### src/rtl/ahb_pkg.sv
// Shared AHB-Lite encodings and helpers for the burst master.
package ahb_pkg;

  typedef enum logic [1:0] {
    IDLE   = 2'b00,
    BUSY   = 2'b01,
    NONSEQ = 2'b10,
    SEQ    = 2'b11
  } htrans_t;

  typedef enum logic [2:0] {
    SINGLE = 3'b000,
    INCR   = 3'b001,
    WRAP4  = 3'b010,
    INCR4  = 3'b011,
    WRAP8  = 3'b100,
    INCR8  = 3'b101,
    WRAP16 = 3'b110,
    INCR16 = 3'b111
  } hburst_t;

  localparam logic [2:0] HSIZE_WORD = 3'b010;

  typedef enum logic [1:0] {
    S_IDLE,
    S_ADDR,
    S_LAST,
    S_ABORT
  } state_t;

  // Undefined-length INCR uses the requester's count; zero still moves one beat.
  function automatic logic [7:0] burst_beats(hburst_t b, logic [7:0] len);
    case (b)
      SINGLE:         return 8'd1;
      INCR:           return (len == 8'd0) ? 8'd1 : len;
      WRAP4, INCR4:   return 8'd4;
      WRAP8, INCR8:   return 8'd8;
      default:        return 8'd16;
    endcase
  endfunction

endpackage

### src/rtl/rr_arbiter.sv
// Combinational round-robin picker: searches upward from the requester after ptr_i.
module rr_arbiter #(
  parameter int NUM_REQ = 2,
  parameter int PW      = 1
) (
  input  logic [NUM_REQ-1:0] req_i,
  input  logic [PW-1:0]      ptr_i,
  output logic [NUM_REQ-1:0] gnt_o,
  output logic [PW-1:0]      idx_o
);

  always_comb begin
    int idx;
    idx   = 0;
    gnt_o = '0;
    idx_o = ptr_i;
    // Walk from lowest to highest priority so the nearest requester wins last.
    for (int k = NUM_REQ; k >= 1; k--) begin
      idx = int'(ptr_i) + k;
      if (idx >= NUM_REQ) idx = idx - NUM_REQ;
      if (req_i[idx]) begin
        gnt_o      = '0;
        gnt_o[idx] = 1'b1;
        idx_o      = PW'(idx);
      end
    end
  end

endmodule

### src/rtl/ahb_burst_master.sv
// AHB-Lite burst master: round-robin grant, then sequences the burst's address
// phases with wrap support, wait states and two-cycle ERROR abort.
module ahb_burst_master
  import ahb_pkg::*;
#(
  parameter int          NUM_REQ   = 2,
  parameter logic [31:0] BASE_ADDR = 32'h8000_0400
) (
  input  logic                  HCLK,
  input  logic                  HRESET,
  input  logic [NUM_REQ-1:0]    req,
  input  logic [NUM_REQ*32-1:0] req_addr,
  input  logic [NUM_REQ*3-1:0]  req_burst,
  input  logic [NUM_REQ-1:0]    req_write,
  input  logic [NUM_REQ*8-1:0]  req_len,
  input  logic                  HREADY,
  input  logic                  HRESP,
  output logic [NUM_REQ-1:0]    gnt,
  output logic [NUM_REQ-1:0]    done,
  output logic                  err,
  output logic [31:0]           HADDR,
  output logic [1:0]            HTRANS,
  output logic [2:0]            HBURST,
  output logic                  HWRITE,
  output logic [2:0]            HSIZE
);

  localparam int PW = (NUM_REQ > 1) ? $clog2(NUM_REQ) : 1;

  function automatic logic [31:0] next_addr(logic [31:0] a, hburst_t b);
    case (b)
      WRAP4:   return {a[31:4], a[3:2] + 2'd1, 2'b00};
      WRAP8:   return {a[31:5], a[4:2] + 3'd1, 2'b00};
      WRAP16:  return {a[31:6], a[5:2] + 4'd1, 2'b00};
      default: return a + 32'd4;
    endcase
  endfunction

  state_t               state_q, state_d;
  logic [PW-1:0]        ptr_q, ptr_d;
  logic [NUM_REQ-1:0]   owner_q, owner_d;
  logic [31:0]          haddr_q, haddr_d;
  htrans_t              htrans_q, htrans_d;
  hburst_t              hburst_q, hburst_d;
  logic                 hwrite_q, hwrite_d;
  logic [7:0]           beats_q, beats_d;
  logic [NUM_REQ-1:0]   done_q, done_d;
  logic                 err_q, err_d;

  logic [NUM_REQ-1:0]   win;
  logic [PW-1:0]        win_idx;
  logic [31:0]          sel_addr;
  hburst_t              sel_burst;
  logic                 sel_write;
  logic [7:0]           sel_len;

  rr_arbiter #(.NUM_REQ(NUM_REQ), .PW(PW)) u_arb (
    .req_i (req),
    .ptr_i (ptr_q),
    .gnt_o (win),
    .idx_o (win_idx)
  );

  always_comb begin
    sel_addr  = '0;
    sel_burst = SINGLE;
    sel_write = 1'b0;
    sel_len   = '0;
    for (int i = 0; i < NUM_REQ; i++) begin
      if (win[i]) begin
        sel_addr  = req_addr[32*i +: 32];
        sel_burst = hburst_t'(req_burst[3*i +: 3]);
        sel_write = req_write[i];
        sel_len   = req_len[8*i +: 8];
      end
    end
  end

  always_comb begin
    state_d  = state_q;
    ptr_d    = ptr_q;
    owner_d  = owner_q;
    haddr_d  = haddr_q;
    htrans_d = htrans_q;
    hburst_d = hburst_q;
    hwrite_d = hwrite_q;
    beats_d  = beats_q;
    done_d   = '0;
    err_d    = 1'b0;
    gnt      = '0;
    case (state_q)
      S_IDLE: begin
        htrans_d = IDLE;
        if (|req && !HRESET) begin
          gnt      = win;
          ptr_d    = win_idx;
          owner_d  = win;
          haddr_d  = {sel_addr[31:2], 2'b00};
          hburst_d = sel_burst;
          hwrite_d = sel_write;
          beats_d  = burst_beats(sel_burst, sel_len);
          htrans_d = NONSEQ;
          state_d  = S_ADDR;
        end
      end
      S_ADDR: begin
        if (HREADY) begin
          beats_d = beats_q - 8'd1;
          if (beats_q == 8'd1) begin
            htrans_d = IDLE;
            state_d  = S_LAST;
          end else begin
            haddr_d  = next_addr(haddr_q, hburst_q);
            htrans_d = SEQ;
          end
        end else if (HRESP) begin
          htrans_d = IDLE;
          state_d  = S_ABORT;
        end
      end
      S_LAST: begin
        if (HREADY) begin
          done_d  = owner_q;
          state_d = S_IDLE;
        end else if (HRESP) begin
          state_d = S_ABORT;
        end
      end
      default: begin
        // Second cycle of the ERROR response closes the burst early.
        htrans_d = IDLE;
        if (HREADY) begin
          done_d  = owner_q;
          err_d   = 1'b1;
          state_d = S_IDLE;
        end
      end
    endcase
  end

  always_ff @(posedge HCLK or posedge HRESET) begin
    if (HRESET) begin
      state_q  <= S_IDLE;
      ptr_q    <= '0;
      owner_q  <= '0;
      haddr_q  <= BASE_ADDR;
      htrans_q <= IDLE;
      hburst_q <= SINGLE;
      hwrite_q <= 1'b0;
      beats_q  <= '0;
      done_q   <= '0;
      err_q    <= 1'b0;
    end else begin
      state_q  <= state_d;
      ptr_q    <= ptr_d;
      owner_q  <= owner_d;
      haddr_q  <= haddr_d;
      htrans_q <= htrans_d;
      hburst_q <= hburst_d;
      hwrite_q <= hwrite_d;
      beats_q  <= beats_d;
      done_q   <= done_d;
      err_q    <= err_d;
    end
  end

  assign HADDR  = haddr_q;
  assign HTRANS = htrans_q;
  assign HBURST = hburst_q;
  assign HWRITE = hwrite_q;
  assign HSIZE  = HSIZE_WORD;
  assign done   = done_q;
  assign err    = err_q;

endmodule

### config.mk
export PLATFORM = sky130hd
export DESIGN_NAME = ahb_burst_master
export DESIGN_NICKNAME = d
export VERILOG_FILES = /design/src/rtl/ahb_pkg.sv /design/src/rtl/rr_arbiter.sv /design/src/rtl/ahb_burst_master.sv
export SDC_FILE = /design/constraint.sdc
export NUM_CORES = 1
export LEC_CHECK = 0
export ABC_AREA = 1
export BUFFER_PORTS_ARGS = -buffer_cell sky130_fd_sc_hd__buf_2
export CAP_MARGIN = 20
export CORE_MARGIN = 2
export CORE_UTILIZATION = 50
export CTS_CLUSTER_SIZE = 24
export DETAILED_ROUTE_END_ITERATION = 6
export GPL_TIMING_DRIVEN = 0
export PLACE_DENSITY = 0.9
export SYNTH_ARGS = -nofsm -noshare
export SYNTH_HDL_FRONTEND = slang
export SYNTH_SLANG_ARGS = --single-unit
### constraint.sdc
create_clock -name HCLK -period 2.8 [get_ports HCLK]
set_input_delay 0.14 -clock HCLK [delete_from_list [all_inputs] [get_ports HCLK]]
set_output_delay 0.14 -clock HCLK [all_outputs]
set_load 0.01 [all_outputs]
==> results of run 1 <==
cell usage after synthesis, drive strengths merged (4+ instances only):
cell,n,area share
a31oi,4,0.0058
nand2,254,0.23
a21boi,11,0.019
o21ai,41,0.053
inv,66,0.059
buf,23,0.040
a22o,11,0.022
nand3,37,0.048
a21oi,34,0.040
nand3b,5,0.0087
nor2,96,0.097
dfrtp,50,0.29
nand4,12,0.020
worst paths after layout:
check / cells after the start / slack (ns) / end
min in group asynchronous: 3 / 0.33 / err$_DFF_PP0_
worst min register to register: 2 / 0.51 / done[1]$_DFF_PP0_
worst min-delay path: 3 / 0.02 / HWRITE$_DFFE_PP0P_
worst max register to register: 11 / 1.01 / HADDR[26]$_DFFE_PP0P_
max in group asynchronous: 4 / 1.86 / HADDR[31]$_DFFE_PP1P_
worst max-delay path: 8 / 0.73 / gnt[0]
sequential cells by signal, summed over array words and instances (netlist names):
register and flops:
state_q 2, ptr_q 1, HWRITE 1, owner_q 2
HADDR 30, done 2, HTRANS 2, HBURST 3
beats_q 8, err 1
report_power, final:
part	switching [mW]	leakage (nW)	internal, mW
combinational	1.82	2.00	1.07
clock	0.277	0.0541	0.265
sequential	0.410	0.640	1.10
routing by layer:
layer,track usage,wire length (um),share of wire
met3,0.0484,920,0.073
met2,0.463,6030,0.48
met1,0.349,5280,0.42
met5,0,0,0
met4,0.103,423,0.033
critical path, cell delays in order:
cell and delay (ns):
dlygate4sd3_1 0.53, buf_2 0.12, inv_2 0.27, o21ai_4 0.14, nor2_4 0.20, inv_1 0.11, nor2_1 0.21, buf_2 0.18
through the flow:
stage / cell area (um^2) / utilization / hold WS [ns] / instances / power [mW]
4_1_cts: 5230 / 0.633 / 0.0274 / 918 / 4.93
5_1_grt: 5230 / 0.633 / 0.0452 / 918 / 5.38
6_report: 5230 / 0.633 / 0.0244 / 918 / 4.94
3_5_place_dp: 5100 / 0.618 / 0.131 / 909 / 4.39
2_1_floorplan: 4310 / - / 0.260 / 675 / 3.47
3_3_place_gp: 5080 / 0.616 / 0.347 / 908 / 4.31
layout make-up:
type,count,area (um^2)
clock inverters,3,42.5
multi-input cells,530,2570
plain buffers,26,183
flip-flops and latches,52,1300
well taps,105,131
fillers,803,3030
inverters,67,256
clock buffers,5,68.8
repair buffers,130,671
logic make-up (layout without fill, tap and decap cells):
group | count (synthesis) | after routing
simple gates | 407 | 407
compound gates | 113 | 113
buf+inv | 93 | 231
flops | 52 | 52
fa+ha+maj | 3 | 3
other cells | 2 | 5
xor+xnor | 2 | 2
repair_timing:
action / 4_1_cts / 5_1_grt
hold buffers: 1 / 0
hold endpoints to repair: 13 / 0
endpoints found under the setup margin: 0 / 0
==> run summary, run 1 <==
Setup-failing EPs final: 0
All-layer global routing usage: 0.273
Critical path capture point type: output pin
Arr. time, crit path: 1.93 ns
Pre-Repair DR Iteration Count: 5
Fin crit period: 2.07 ns
Die height: 96.7 um
Clock tree buffer depth: 2
CP startpoint: HRESET
Nets: 909
Compound-gate portion of the synthesized area: 0.167
Final Cycle Share: 0.738
DRC: 0
Synth Area in Simple Gates: 0.413
Vias in the first global route: 4633
H-tree levels: 2
Primary FF master, synth: dfrtp_1
Power Density: 946 mW/mm^2
Type of origin of the critical path: input pin
Clock-pin slew on the worst setup and hold paths: 0.11 ns
Largest family of logic cells by synthesized area: simple AND/OR/NAND/NOR gates
Ys Warns: 0
Postcts setup bufs: 0
First-pass GRT wire length: 21400 um
Die X-Extent: 96.7 um
HP Class: input pin to flip-flop
Synth Instances: 672
Worst Min Path Start: req_write[1]
FF+latch count, synth: 52
Total grt overflow: 0
Final Hold Vio Count: 0
Post-Syn Area: 0.00430 mm^2
Most frequent cells in the layout: nand2_1, buf_2, nor2_1
GP Congestion: 0.974
Clock Skew: 0.0106 ns
Cell Rows: 33
Max-Cap Viols: 0
Initial antenna violation count: 0
PortBufs: 128
Largest net degree at the start of global routing: 40
Synth Area per Inst: 6.40 um^2
Vias: 4856
Initial DRC Count: 280
Mux contribution to synthesized area: 0
Root Driver: clkbuf_8
Register area share after synthesis: 0.303
Worst reg2reg startpoint: HADDR[2]$_DFFE_PP0P_
Post-synthesis xor/xnor area fraction: 0.00407
# IOs: 140
Setup TNS Final: 0 ns
Number of synthesized flops with an enable pin: 0
Worst-Margin Slew: 0.705 ns
Clk Latency, worst-skew pair: 0.32 ns
RSZ-0062 raised after global routing: no
Ys async rst share: 1.00
Max Transition Viols Final: 0
Setup CP Type: input pin to output pin
Static leakage: 2.69 nW
WL final: 12700 um
Slack of the critical path: 0.734 ns
Status: finished clean
Core area: 0.00826 mm^2
DR WL/cell: 13.8 um
Adder-cell share of the synthesized area: 0.00873
Max VDD drop: 0.000464 V
Final HPWL DP: 9970 um
Antenna-violating nets left: 0
Crit path max fanout: 15
Cts bufs inserted: 5
Worst Path Required: 2.66 ns
Max frequency: 484 MHz
Starting Density: 0.521
Worst slew margin: 0.530
Layout cells sized above 1: 0.248
Antenna Cells: 0
Most common cell after layout, fill and taps aside: nand2_1
PostCTS Resize Cnt: 0
Die area: 0.00936 mm^2
Setup WS pre-CTS: 1.04 ns
Synthesis-to-layout area growth: 21.5%
Yosys cell types: 42
Routed vias/inst: 5.29
CTS tree: yes
Total number of clock tree sinks: 52
No activity file was read; power rests on OpenSTA's default activity.
==> run 2, diff against run 1 <==
Settings changed: ABC_AREA 1 to 0, PLACE_DENSITY 0.9 to 0.92.
Clock period 2.8 ns to 2.01 ns, I/O delays scaled along.
==> run summary, run 2 <==
Status: finished clean
Synth top area cells: dfrtp_1, a22oi_1, o21ai_0
Top-count cell post-synth: dfrtp_1
Cell Rows: 31 (-6.1%)
WL final: 13000 um (+2.6%)
Yosys cell types: 67 (+60%)
Critical path capture point type: flip-flop
Max reg flops: 30 (unchanged)
Sw frac: 0.487 (-0.0212)
Slack of the critical path: 0.0544 ns (-0.679 ns)
Synth Instances: 432 (-36%)
FILL cells: 591 (-26%)
Total number of clock tree sinks: 52 (unchanged)
Clock-pin slew on the worst setup and hold paths: 0.10 ns (about the same)
Initial DRC Count: 555 (+98%)
Crit path max fanout: 6 (-9)
Total grt overflow: 0 (unchanged)
Root Driver: clkbuf_8
Clock Skew: 0.0181 ns (+0.00751 ns)
Post-DP Area: 0.00455 mm^2 (-11%)
Tot Pwr: 6.06 mW (+23%)
Max-Cap Viols: 0 (unchanged)
PortBufs: 129 (+0.78%)
Clk Latency, worst-skew pair: 0.32 ns (about the same)
Primary FF master, synth: dfrtp_1
Most frequent cells in the layout: buf_2, dfrtp_1, o21ai_0
Synthesis-to-layout area growth: 27.9%
Die X-Extent: 90.6 um (-6.4%)
Core Util, Final: 0.661 (+0.0283)
Setup CP Type: flip-flop to flip-flop
Ys Warns: 0 (unchanged)
DR WL/cell: 19.1 um (+39%)
Gate power share: 0.535 (-0.050)
Cell-internal power: 3.11 mW (+28%)
Pre-Repair DR Iteration Count: 6 (+1)
Core area: 0.00725 mm^2 (-12%)
Nets: 677 (-26%)
Dpl cells: 664 (-27%)
Fin crit period: 1.96 ns
Antenna-violating nets left: 0 (unchanged)
Setup WS pre-CTS: -0.0609 ns (-1.10 ns)
Non-Filler Instances: 680 (-26%)
Setup-failing EPs final: 0 (unchanged)
Max frequency: 511 MHz
Die height: 90.6 um (-6.4%)
Most common cell after layout, fill and taps aside: buf_2
Final hold slack: 0.114 ns (+0.0893 ns)
Antenna Cells: 0 (unchanged)
Synth top area share: 0.334 (+0.0429)
CTS tree: yes
Final HPWL DP: 9530 um (-4.4%)
Post-Syn Area: 0.00375 mm^2 (-13%)
Initial antenna violation count: 0 (unchanged)
Arr. time, crit path: 2.19 ns (+0.26 ns)
# IOs: 140 (unchanged)
First-pass GRT wire length: 20300 um (-5.0%)
Max VDD drop: 0.000544 V (+17%)
Vias: 4459 (-8.2%)
Worst Path Required: 2.25 ns (-0.41 ns)
Final Hold Vio Count: 0 (unchanged)
Synth Area per Inst: 8.67 um^2 (+36%)
DRC: 0 (unchanged)
H-tree levels: 2 (unchanged)
Largest net degree at the start of global routing: 40 (unchanged)
GP Congestion: 0.938 (-3.7%)
Vias in the first global route: 4109 (-11%)
Number of synthesized flops with an enable pin: 0 (unchanged)
Die area: 0.00820 mm^2 (-12%)
Clock power frac: 0.107 (-0.003)
Starting Density: 0.517 (-0.00411)
Worst slew margin: 0.589 (+0.0588)
Ys async rst share: 1.00 (unchanged)
Register area share after synthesis: 0.348 (+0.0447)
Power Density: 1260 mW/mm^2 (+34%)
Cts bufs inserted: 5 (unchanged)
Clock tree buffer depth: 2 (unchanged)
All-layer global routing usage: 0.305 (+0.0319)
Reported net switching power: 2.95 mW (+17%)
Final Cycle Share: 0.973
HP Class: input pin to flip-flop
Setup TNS Final: 0 ns (unchanged)
Static leakage: 2.16 nW (-20%)
Cell taking the most area after synthesis: dfrtp_1
FF+latch count, synth: 52 (unchanged)
Routed vias/inst: 6.56 (+24%)
Max Transition Viols Final: 0 (unchanged)
Type of origin of the critical path: flip-flop
Worst-Margin Slew: 0.616 ns (-0.0882 ns)
Layout cells sized above 1: 0.382 (+0.134)
Top cells by count, synth: dfrtp_1, o21ai_0, nor2_1, nand2_1
Share of power burned in registers: 0.357 (+0.051)
Fin area: 0.00479 mm^2 (-8.2%)
## run 2: changes by cell type after synthesis, moves of 14 or more
cell / delta
a22oi_1: +22
nand2_1: -217
o21ai_0: +14
nor2_1: -52
nand3_1: -23
inv_1: -48
## run 2: routing by layer
layer,GRT usage,part of all wire,vias to the layer above
met1,0.398,0.37,2088
met3,0.0417,0.11,56
met4,0.149,0.041,0
li1,-,-,1977
met2,0.500,0.48,338
met5,0,0,-
## run 2: what timing repair did
action	in CTS	in global routing
resized for setup	4	26
buffers inserted	0	7
hold endpoints to repair	13	0
setup endpoints to repair	17	40
hold buffers	1	0
gates cloned	0	0
pin swaps	0	2
## run 2: final cells by class
| cell class | count | area [um^2] | share of cell area |
|---|---|---|---|
| inverters | 13 | 48.8 | 0.0102 |
| well taps | 99 | 124 | 0.0258 |
| flip-flops and latches | 52 | 1310 | 0.273 |
| clock buffers | 7 | 86.3 | 0.0180 |
| multi-input cells | 332 | 2290 | 0.477 |
| repair buffers | 138 | 728 | 0.152 |
| plain buffers | 38 | 204 | 0.0425 |
| clock inverters | 1 | 7.51 | 0.00157 |
## run 2: power by group through the flow
| stage | Combinational, mW | Clock, mW | Sequential (mW) |
|---|---|---|---|
| global route | 3.52 | 0.693 | 2.22 |
| finish | 3.24 | 0.649 | 2.17 |
| detailed placement | 3.07 | 0 | 2.12 |
| floorplan | 1.87 | 0 | 2.14 |
| CTS | 3.09 | 0.644 | 2.11 |
| global placement | 2.93 | 0 | 2.08 |
## run 2: logic make-up after synthesis
family | count (synthesis) | share of synthesized area
compound gates | 181 | 0.349
xor+xnor | 1 | 0.00234
fa+ha+maj | 3 | 0.0100
buf+inv | 51 | 0.0651
flops | 52 | 0.348
mux | 2 | 0.00534
other cells | 2 | 0.00200
simple gates | 140 | 0.218
## run 2: final timing paths
kind	startpoint	to	slack (ns)	depth (start not counted)
min in group asynchronous	HRESET	state_q[1]$_DFFE_PP0P_	0.35	3
max	HADDR[3]$_DFFE_PP0P_	HADDR[16]$_DFFE_PP0P_	0.05	6
max reg2reg	HADDR[3]$_DFFE_PP0P_	HADDR[16]$_DFFE_PP0P_	0.05	6
min	req_write[0]	HWRITE$_DFFE_PP0P_	0.11	3
max in group asynchronous	HRESET	HADDR[31]$_DFFE_PP1P_	1.09	4
min reg2reg	owner_q[1]$_DFFE_PP0P_	owner_q[1]$_DFFE_PP0P_	0.48	1
## run 2: worst max-delay path, stage by stage, from the launching register on
cell and delay (ns):
dfrtp_2 0.44, ha_2 0.23, nand3_2 0.14, nor4_4 0.37, nand2_1 0.17, o32a_1 0.35
o21ai_1 0.17
